--- src/rtl/dmi_jtag_host_pkg.sv ---
// Shared types for the DMI JTAG host: request opcodes, sequencer states, TMS sequence lengths.
// No logic here beyond opcode decode.
// Opcode 3 folds onto TapReset.
package dmi_jtag_host_pkg;

   typedef enum logic [1:0] {
      DrScan   = 2'd0,
      IrScan   = 2'd1,
      TapReset = 2'd2
   } op_e;

   typedef enum logic [2:0] {
      Init, Idle, Header, Shift, Trailer, RunIdle, Respond
   } state_e;

   localparam int unsigned InitEdges    = 6;
   localparam int unsigned DrHdrEdges   = 3;
   localparam int unsigned IrHdrEdges   = 4;
   localparam int unsigned TrailerEdges = 2;

   function automatic op_e decode_op(input logic [1:0] op);
      case (op)
         2'd0:    return DrScan;
         2'd1:    return IrScan;
         default: return TapReset;
      endcase
   endfunction

endpackage

--- src/rtl/dmi_jtag_host_tck_gen.sv ---
// TCK generator: ClkDiv cycles low then ClkDiv cycles high while enabled, low otherwise.
// rise_o marks the last low cycle (TCK rises at its closing edge); fall_o marks the last high cycle.
// No backpressure; dropping en_i restarts the period with TCK low.
module dmi_jtag_host_tck_gen #(
   parameter int unsigned ClkDiv = 2
) (
   input  logic clk_i,
   input  logic rst_i,
   input  logic en_i,
   output logic tck_o,
   output logic fall_o,
   output logic rise_o
);

   localparam int unsigned CntW = (ClkDiv > 1) ? $clog2(ClkDiv) : 1;

   logic [CntW-1:0] cnt_q;
   logic            phase_q;
   logic            cnt_last;

   assign cnt_last = (cnt_q == CntW'(ClkDiv - 1));

   always_ff @(posedge clk_i) begin
      if (rst_i || !en_i) begin
         cnt_q   <= '0;
         phase_q <= 1'b0;
      end else if (cnt_last) begin
         cnt_q   <= '0;
         phase_q <= !phase_q;
      end else begin
         cnt_q   <= cnt_q + 1'b1;
      end
   end

   assign tck_o  = en_i & phase_q;
   assign rise_o = en_i & !phase_q & cnt_last;
   assign fall_o = en_i & phase_q & cnt_last;

endmodule

--- src/rtl/dmi_jtag_host.sv ---
// JTAG initiator running full IR/DR scans and TAP resets against a DTM TAP.
// Response valid N*2*ClkDiv+1 cycles after the request handshake (N = TCK edges of the sequence).
// One request in flight; a stalled response holds the block in Respond with TCK parked low.
module dmi_jtag_host
   import dmi_jtag_host_pkg::*;
#(
   parameter int unsigned ClkDiv     = 2,
   parameter int unsigned MaxLen     = 41,
   parameter int unsigned IdleCycles = 1,
   parameter int unsigned LenW       = $clog2(MaxLen + 1)
) (
   input  logic              clk_i,
   input  logic              rst_i,
   input  logic              req_valid_i,
   output logic              req_ready_o,
   input  logic [1:0]        req_op_i,
   input  logic [LenW-1:0]   req_len_i,
   input  logic [MaxLen-1:0] req_data_i,
   output logic              rsp_valid_o,
   input  logic              rsp_ready_i,
   output logic [MaxLen-1:0] rsp_data_o,
   output logic              tck_o,
   output logic              tms_o,
   output logic              tdi_o,
   input  logic              tdo_i,
   output logic              busy_o
);

   localparam int unsigned EdgeW = $clog2(MaxLen + 8);

   state_e            state_q, state_d;
   op_e               op_q;
   logic [LenW-1:0]   len_q, req_len_c;
   logic [MaxLen-1:0] sr_q, rsp_q;
   logic [EdgeW-1:0]  edge_q, edge_d, state_edges;
   logic              tms_q, tdi_q, tms_nx;
   logic              init_rsp_q;
   logic              tck_en, fall, rise, req_hs;

   assign req_hs = req_valid_i && req_ready_o;
   assign tck_en = !rst_i && !(state_q inside {Idle, Respond});

   dmi_jtag_host_tck_gen #(.ClkDiv(ClkDiv)) u_tck_gen (
      .clk_i  (clk_i),
      .rst_i  (rst_i),
      .en_i   (tck_en),
      .tck_o  (tck_o),
      .fall_o (fall),
      .rise_o (rise)
   );

   always_comb begin
      req_len_c = req_len_i;
      if (req_len_i == '0) begin
         req_len_c = LenW'(1);
      end else if (req_len_i > LenW'(MaxLen)) begin
         req_len_c = LenW'(MaxLen);
      end
   end

   always_comb begin
      state_edges = '0;
      case (state_q)
         Init:    state_edges = EdgeW'(InitEdges);
         Header:  state_edges = (op_q == IrScan) ? EdgeW'(IrHdrEdges) : EdgeW'(DrHdrEdges);
         Shift:   state_edges = EdgeW'(len_q);
         Trailer: state_edges = EdgeW'(TrailerEdges);
         RunIdle: state_edges = EdgeW'(IdleCycles);
         default: state_edges = '0;
      endcase
   end

   // edge_q counts completed edges of the current state; states change only at period end
   always_comb begin
      state_d = state_q;
      edge_d  = edge_q;
      case (state_q)
         Idle: begin
            if (req_hs) begin
               state_d = (decode_op(req_op_i) == TapReset) ? Init : Header;
               edge_d  = '0;
            end
         end
         Respond: begin
            if (rsp_ready_i) begin
               state_d = Idle;
            end
         end
         default: begin
            if (fall && edge_q == state_edges) begin
               edge_d = '0;
               case (state_q)
                  Init:    state_d = init_rsp_q ? Respond : Idle;
                  Header:  state_d = Shift;
                  Shift:   state_d = Trailer;
                  Trailer: state_d = (IdleCycles == 0) ? Respond : RunIdle;
                  default: state_d = Respond;
               endcase
            end else if (rise) begin
               edge_d = edge_q + 1'b1;
            end
         end
      endcase
   end

   // TMS for the period about to start, indexed by the next state and its edge number
   always_comb begin
      tms_nx = 1'b0;
      case (state_d)
         Init:    tms_nx = (edge_d < EdgeW'(InitEdges - 1));
         Header:  tms_nx = (op_q == IrScan) ? (edge_d < EdgeW'(2)) : (edge_d == '0);
         Shift:   tms_nx = (edge_d == EdgeW'(len_q) - 1'b1);
         Trailer: tms_nx = (edge_d == '0);
         default: tms_nx = 1'b0;
      endcase
   end

   always_ff @(posedge clk_i) begin
      if (rst_i) begin
         state_q    <= Init;
         edge_q     <= '0;
         op_q       <= DrScan;
         len_q      <= LenW'(1);
         sr_q       <= '0;
         rsp_q      <= '0;
         tms_q      <= 1'b1;
         tdi_q      <= 1'b0;
         init_rsp_q <= 1'b0;
      end else begin
         state_q <= state_d;
         edge_q  <= edge_d;
         if (req_hs) begin
            op_q       <= decode_op(req_op_i);
            len_q      <= req_len_c;
            sr_q       <= req_data_i;
            rsp_q      <= '0;
            init_rsp_q <= (decode_op(req_op_i) == TapReset);
         end
         if (rise && state_q == Shift) begin
            rsp_q[edge_q] <= tdo_i;
            sr_q          <= sr_q >> 1;
         end
         if (fall || req_hs) begin
            tms_q <= tms_nx;
            tdi_q <= (state_d == Shift) ? sr_q[0] : 1'b0;
         end
      end
   end

   assign req_ready_o = !rst_i && (state_q == Idle);
   assign rsp_valid_o = !rst_i && (state_q == Respond);
   assign rsp_data_o  = rst_i ? '0 : rsp_q;
   assign tms_o       = tms_q | rst_i;
   assign tdi_o       = tdi_q & !rst_i;
   assign busy_o      = rst_i || !(state_q inside {Idle, Respond});

endmodule

--- config.mk ---
export PLATFORM = sky130hd
export DESIGN_NAME = dmi_jtag_host
export DESIGN_NICKNAME = d
export VERILOG_FILES = /design/src/rtl/dmi_jtag_host_pkg.sv /design/src/rtl/dmi_jtag_host_tck_gen.sv /design/src/rtl/dmi_jtag_host.sv
export SDC_FILE = /design/constraint.sdc
export NUM_CORES = 1
export LEC_CHECK = 0
export BUFFER_PORTS_ARGS = -buffer_cell sky130_fd_sc_hd__buf_2
export CORE_UTILIZATION = 56
export CTS_BUF_LIST = sky130_fd_sc_hd__clkbuf_16
export DETAILED_ROUTE_END_ITERATION = 8
export HOLD_SLACK_MARGIN = 0.08
export PLACE_DENSITY = 0.9
export SYNTH_ARGS = -nofsm -noshare
export SYNTH_HDL_FRONTEND = slang
export SYNTH_SLANG_ARGS = --single-unit
--- constraint.sdc ---
create_clock -name clk_i -period 3.6 [get_ports clk_i]
set_input_delay 0.54 -clock clk_i [delete_from_list [all_inputs] [get_ports clk_i]]
set_output_delay 0.54 -clock clk_i [all_outputs]
set_load 0.05 [all_outputs]
; ---- Word level (Yosys, flattened, before mapping)
; Index checks and enable logic that the tools add are counted.
[classes]
mux = 31
eq_ne = 15
add_sub_neg = 3
n_bitwise = 6
div_mod_pow = 0
n_shift = 0
n_reduce_logical = 23
order_cmp = 5
n_mul = 0
[ops]
columns = op, n
row1 = 2-to-1 mux 41 bit, 4
row2 = 2-to-1 mux 40 bit, 2
row3 = bitwise mux 41 bit, 1
row4 = 2-to-1 mux 6 bit, 5
row5 = case mux 6 bit (5 select lines), 1
row6 = 2-to-1 mux 3 bit, 5
row7 = equality test 3 x 2 -> 1 bit (second input constant), 4
row8 = equality test 3 bit (second input constant), 4
row9 = equality test 6 bit, 2
row10 = logical NOT 6 bit, 2
row11 = case mux 3 bit (4 select lines), 1
row12 = case mux 6 bit (2 select lines), 1
row13 = 2-to-1 mux 2 bit, 4
row14 = logical AND 1 bit, 7
row15 = less-than comparator 6 x 7 -> 1 bit (second input constant), 1
row16 = adder 6 x 1 -> 6 bit (second input constant), 1
row17 = demux 1 bit (select 6 bit), 1
row18 = greater-or-equal comparator 6 x 1 -> 1 bit (second input constant), 1
row19 = greater-than comparator 6 bit (second input constant), 1
row20 = logical NOT 3 bit, 2
row21 = less-than comparator 6 x 2 -> 1 bit (second input constant), 1
row22 = less-than comparator 6 x 3 -> 1 bit (second input constant), 1
row23 = case mux 3 bit (2 select lines), 1
row24 = subtractor 6 x 1 -> 6 bit (second input constant), 1
row25 = 14 further kinds, 29
[totals]
n_memories = 0
wordCells = 95
rom_bits = 0
reg_bits = 104
latchBits = 0
mem_bits_rw = 0

; ---- Depth between registers and ports, before layout
[logic_depth]
depth_word = 12
ltp_mapped = 11
depth_no_buf = 10

; ---- Cells and area by module
; Synthesis repeated with hierarchy kept, for this count alone.
[unflattened]
cells_unflattened = 767
hier_area_um2 = 5729.2
[by_module_without_submodules]
columns = mod, cells_per_inst, area_per_inst_um2, instances
row1 = dmi_jtag_host, 757, 5645.4, 1
row2 = dmi_jtag_host_tck_gen, 10, 83.8, 1

; ---- Worst setup path after synthesis
; Ideal clock, no wire load.
[synth_timing]
kind = input to output
start = input port rst_i
end = output port tck_o
setup_slack_ps = 764
path_stages = 4
arrival_time_ps = 2296
required_time_ps = 3060
path_cell_list = clkbuf_1 > clkbuf_1 > clkbuf_1 > nor3b_1
[synth_between]
elab_chain_len = 3
[synth_lines]
columns = item, line
row1 = "start, declared", dmi_jtag_host.sv:13  ; input logic rst_i,
row2 = logical NOT 1 bit, dmi_jtag_host.sv:41  ; assign tck_en = !rst_i && !(state_q inside {Idle, Respond});
row3 = logical AND 1 bit, dmi_jtag_host.sv:41
row4 = bitwise AND 1 bit, dmi_jtag_host_tck_gen.sv:35  ; assign tck_o = en_i & phase_q;
row5 = "end, declared", dmi_jtag_host.sv:22  ; output logic tck_o,
; Every way passes these cells.

; ---- Final worst setup path
[layout_timing]
start = register state_q[1]
end = register tms_q
[layout_between]
elab_chain_len = 12
elab_cells_between_ends = 39
cone_classes = 2 x order compare / 11 x eq/ne / 12 x mux / 4 x bitwise / 10 x reduce/logical
[layout_lines]
columns = item, line
row1 = "start, declared", dmi_jtag_host.sv:31  ; state_e state_q, state_d;
row2 = "start signal, assigned", dmi_jtag_host.sv:120  ; state_q <= Init;
row3 = "start signal, assigned", dmi_jtag_host.sv:130  ; state_q <= state_d;
row4 = equality test 3 x 1 -> 1 bit or equality test 3 bit (tied branches), "dmi_jtag_host.sv:41, dmi_jtag_host.sv:77, dmi_jtag_host.sv:150"
row5 = nonzero test 2 bit, dmi_jtag_host.sv:41
row6 = logical NOT 1 bit, dmi_jtag_host.sv:41
row7 = logical AND 1 bit, dmi_jtag_host.sv:41
row8 = bitwise AND 1 bit (on tied branches) (2 in a row), "dmi_jtag_host_tck_gen.sv:36, dmi_jtag_host_tck_gen.sv:37"
row9 = 2-to-1 mux 6 bit or logical AND 1 bit (tied branches), "dmi_jtag_host.sv:99, dmi_jtag_host.sv:90"
row10 = 2-to-1 mux 6 bit, dmi_jtag_host.sv:90  ; if (fall && edge_q == state_edges) begin
row11 = case mux 6 bit (2 select lines), dmi_jtag_host.sv:77  ; case (state_q)
row12 = less-than comparator 6 x 2 -> 1 bit or logical NOT 6 bit (tied branches), "dmi_jtag_host.sv:111, dmi_jtag_host.sv:113"
row13 = 2-to-1 mux 1 bit, dmi_jtag_host.sv:111  ; Header: tms_nx = (op_q == IrScan) ? (edge_d < EdgeW'(2)) : (edge_d == '0);
row14 = case mux 1 bit (4 select lines), dmi_jtag_host.sv:109  ; case (state_d)
row15 = "end signal, assigned", dmi_jtag_host.sv:144  ; tms_q <= tms_nx;
row16 = "end, declared", dmi_jtag_host.sv:36  ; logic tms_q, tdi_q, tms_nx;
; Parallel ways exist; a longest one is shown, timed or not.
; A chain may end at the register's enable or synchronous reset.

==> run_results.csv <==
group,metric,value,unit
sta,slew_violations,0,
power,p_leak,2.309,nW
global_routing,grt_overflow,0,
logic_synthesis,ys_seq_elements,103,
finish,nets,821,
clocking,cts_hold_buf,0,
sta,fin_crit,3.208,ns
sta,finalSetupTns,0,ns
floorplanning,core_area,9284,sq um
worst_setup_path,critPathArrivalTime,3.47,ns
clocking,h-tree-depth,3,
routing,drt-pass1-iter-count,8,
floorplanning,dieArea,10060,sq um
finish,syn2layout_area_growth,15.72,%
placed_design,port_buffers,100,
logic_synthesis,ys_seq_area_share,38.10,%
worst_setup_path,endpoint,"tms_q$_SDFFE_PP1P_",
global_routing,globalRoute.busiestLayer,"met2",
sta,finalHoldViolCount,0,
worst_setup_path,cp-start-kind,"flop",
worst_setup_path,cp.required,3.86,ns
sta,finClkSkew,0.009709,ns
global_routing,grt_util_met2,46.05,%
routing,vias_per_cell,6.190,
worst_setup_path,crit_fanout,15,
clocking,cts_tree,"yes",
logic_synthesis,synth_flop_cell,"dfxtp_1",
finish,finalNonFillerCells,899,
logic_synthesis,synth_common_cells,"nand2_1, dfxtp_1, nor2_1",
logic_synthesis,synth_top_area_share,38.10,%
sta,fmax,0.3117,GHz
global_routing,grt_pass1_wl,23.53,mm
placed_design,place_ws,0.2268,ns
sta,setup-violations-final,0,
routing,ant_nets,0,
clocking,clock_tree.buffer_depth,2,
clocking,numCtsBuffers,9,
clocking,clkSlewWorstSetupHoldPaths,0.07,ns
worst_setup_path,critPathBufInv,0,
worst_setup_path,slowest_delay,0.60,ns
sta,rsz0062_at_grt,"false",
worst_setup_path,worstPathCellList,"nor3b_1 > nor4_2 > o21ai_1 > nor3_1 > nand3_2 > o21a_1 > nor3_1 > nor4b_2 > o2111ai_1 > o211ai_1",
clocking,numClockSinks,103,
worst_setup_path,r2r-start,"state_q[1]$_SDFF_PP0_",
floorplanning,die_h,100.3,um
worst_setup_path,r2r_cells,10,
routing,wirelength,14.43,mm
logic_synthesis,synth_area_leaders,"dfxtp_1, nand2_1, a311oi_1",
worst_setup_path,critPathTopFamily,"simple AND/OR/NAND/NOR gates",
routing,wl_per_cell,16.05,um
sta,finalCritPeriodShare,89.12,%
sta,fin_ws,0.3918,ns
finish,drive_gt1_share,18.70,%
logic_synthesis,syn_inst,707,
logic_synthesis,syn_nets,763,
placed_design,gp_congestion,0.9684,
placed_design,hpwl,9.563,mm
global_routing,grt_pass1_vias,4882,
finish,antenna_cells,0,
worst_setup_path,worst_path_most_repeated_cell,"nor3_1",
routing,drt_iter0_drc,450,
power,p_per_area,367.1,nW/um^2
global_routing,grt_usage,29.03,%
outcome,status,"finished, final reports clean",
logic_synthesis,synth.distinct_cells,60,
run,cap_viol_max_count,0,
floorplanning,rows,35,
sta,tightest_slew,0.9896,ns
logic_synthesis,synth_edf_count,0,
worst_setup_path,slowest_stage,"dfxtp_1",
min_path,hold_start,"req_data_i[19]",
global_routing,grt_max_degree,104,
worst_setup_path,r2r-end,"tms_q$_SDFFE_PP1P_",
placed_design,place_inst,881,
min_path,min_path_type,"primary input to flop",
logic_synthesis,syn-cell-area,5411,sq um
floorplanning,die-width,100.3,um
routing,via_count,5565,
worst_setup_path,cp.depth,10,
routing,drc,0,
logic_synthesis,yosysTopAreaCell,"dfxtp_1",
floorplanning,start_util,58.29,%
floorplanning,top_level_ports,101,
clocking,clk_latency,0.34,ns
worst_setup_path,path_class,"flop to flop",
logic_synthesis,syn_avg_cell_area,7.654,sq um
finish,fillers,765,
global_routing,met1_usage,39.55,%
sta,relSlewSlack,34.02,%
worst_setup_path,reg2reg_slack,0.39,ns
global_routing,grt.met3_usage,5.501,%
worst_setup_path,worstSetupStartpoint,"state_q[1]$_SDFF_PP0_",
logic_synthesis,yosysWarnings,0,
logic_synthesis,yosysMostFrequentCell,"nand2_1",
logic_synthesis,synth_async_sr_flop_share,0,%
clocking,root_buffer,"clkbuf_16",
global_routing,antenna_found_initial,0,
power,vdd_drop_max,0.3080,mV
worst_setup_path,cp-end-kind,"flop",
cell usage in the layout (no fill, tap or decap), types with 3 or more instances in the layout:
master	synthesis	layout
o211ai_1	42	42
inv_1	6	6
buf_4	1	9
nand2b_1	6	6
xor2_1	6	6
dfxtp_1	103	102
nor3_1	14	14
and2_1	3	3
nand4_1	5	5
a21oi_1	52	52
nand3b_1	5	5
o21ai_1	3	3
xnor2_1	3	3
mux2i_1	3	3
o21ai_0	13	13
nor3b_1	3	3
nor2_1	67	66
nand2_1	110	110
a31oi_1	4	4
nor4_1	5	5
clkbuf_16	0	9
a311oi_1	40	40
nand3_1	49	49
or3_1	4	4
buf_2	3	99
nor2b_1	46	46
and3_1	5	5
or2_2	8	8
worst min-delay path, stage by stage:
cell and delay, ns:
buf_2 0.09, nand2_1 0.04, a311oi_1 0.07
worst min-delay path by stage:
| stage | endpoint | slack, ns | cells past startpoint |
|---|---|---|---|
| global placement | op_q[0]$_SDFFE_PP0P_ | 0.46 | 2 |
| finish | sr_q[19]$_SDFFE_PP0P_ | 0.45 | 3 |
| detailed placement | sr_q[6]$_SDFFE_PP0P_ | 0.47 | 2 |
| floorplan | op_q[0]$_SDFFE_PP0P_ | 0.45 | 2 |
| CTS | sr_q[19]$_SDFFE_PP0P_ | 0.45 | 3 |
| global route | sr_q[28]$_SDFFE_PP0P_ | 0.45 | 3 |
registers in the layout, summed over array words and instances, names as in the netlist:
name,count
rsp_q,41
sr_q,41
edge_q,6
len_q,6
state_q,3
op_q,2
tdi_q,1
tms_q,1
u_tck_gen.cnt_last,1
u_tck_gen.phase_q,1
what timing repair did:
| action | in CTS | in global routing |
|---|---|---|
| resized for setup | 0 | 1 |
| buffers inserted | 0 | 2 |
| setup endpoints to repair | 0 | 2 |
logic make-up (layout without fill, tap and decap cells):
| logic type | after synthesis | count (layout) | share of synthesized area [%] |
|---|---|---|---|
| flip-flops | 103 | 103 | 38.10 |
| AND/OR/NAND/NOR | 341 | 341 | 30.91 |
| multiplexers | 4 | 4 | 0.7630 |
| AO/OA/AOI/OAI | 179 | 179 | 23.38 |
| buffers and inverters | 69 | 132 | 4.925 |
| XOR/XNOR | 9 | 9 | 1.457 |
| adder cells (fa/ha/maj) | 2 | 2 | 0.4624 |
area by class of cell:
class	count	area (sq um)	share of cell area, %
timing repair buffer	110	603.1	9.630
tap	129	161.4	2.577
clock buffer	9	225.2	3.596
inverter	6	22.52	0.3596
clock inverter	7	96.34	1.538
sequential	103	2063	32.95
multi-input combinational	535	3090	49.35
metal layers:
layer / vias to the layer above / wire [um]
li1: 2652 / -
met1: 2575 / 5986
met2: 306 / 6913
met3: 32 / 1216
met4: 0 / 311
met5: - / 0
where the power goes:
group / total [mW] / internal (mW) / switching (mW)
logic: 0.101 / 0.0355 / 0.0659
clock network: 1.05 / 0.612 / 0.437
registers: 1.15 / 1.14 / 0.00679
total: 2.30 / 1.79 / 0.510
metrics by stage:
stage | hold WS [ns] | utilization, % | power, mW | instance area, sq um
global route | 0.4534 | 67.45 | 2.369 | 6262
detailed placement | 0.4698 | 63.81 | 1.274 | 5924
finish | 0.4531 | 67.45 | 2.299 | 6262
CTS | 0.4457 | 67.28 | 2.299 | 6246
floorplan | 0.4457 | - | 1.232 | 5411
global placement | 0.4610 | 63.81 | 1.271 | 5924
No activity file was read; power rests on OpenSTA's default activity.
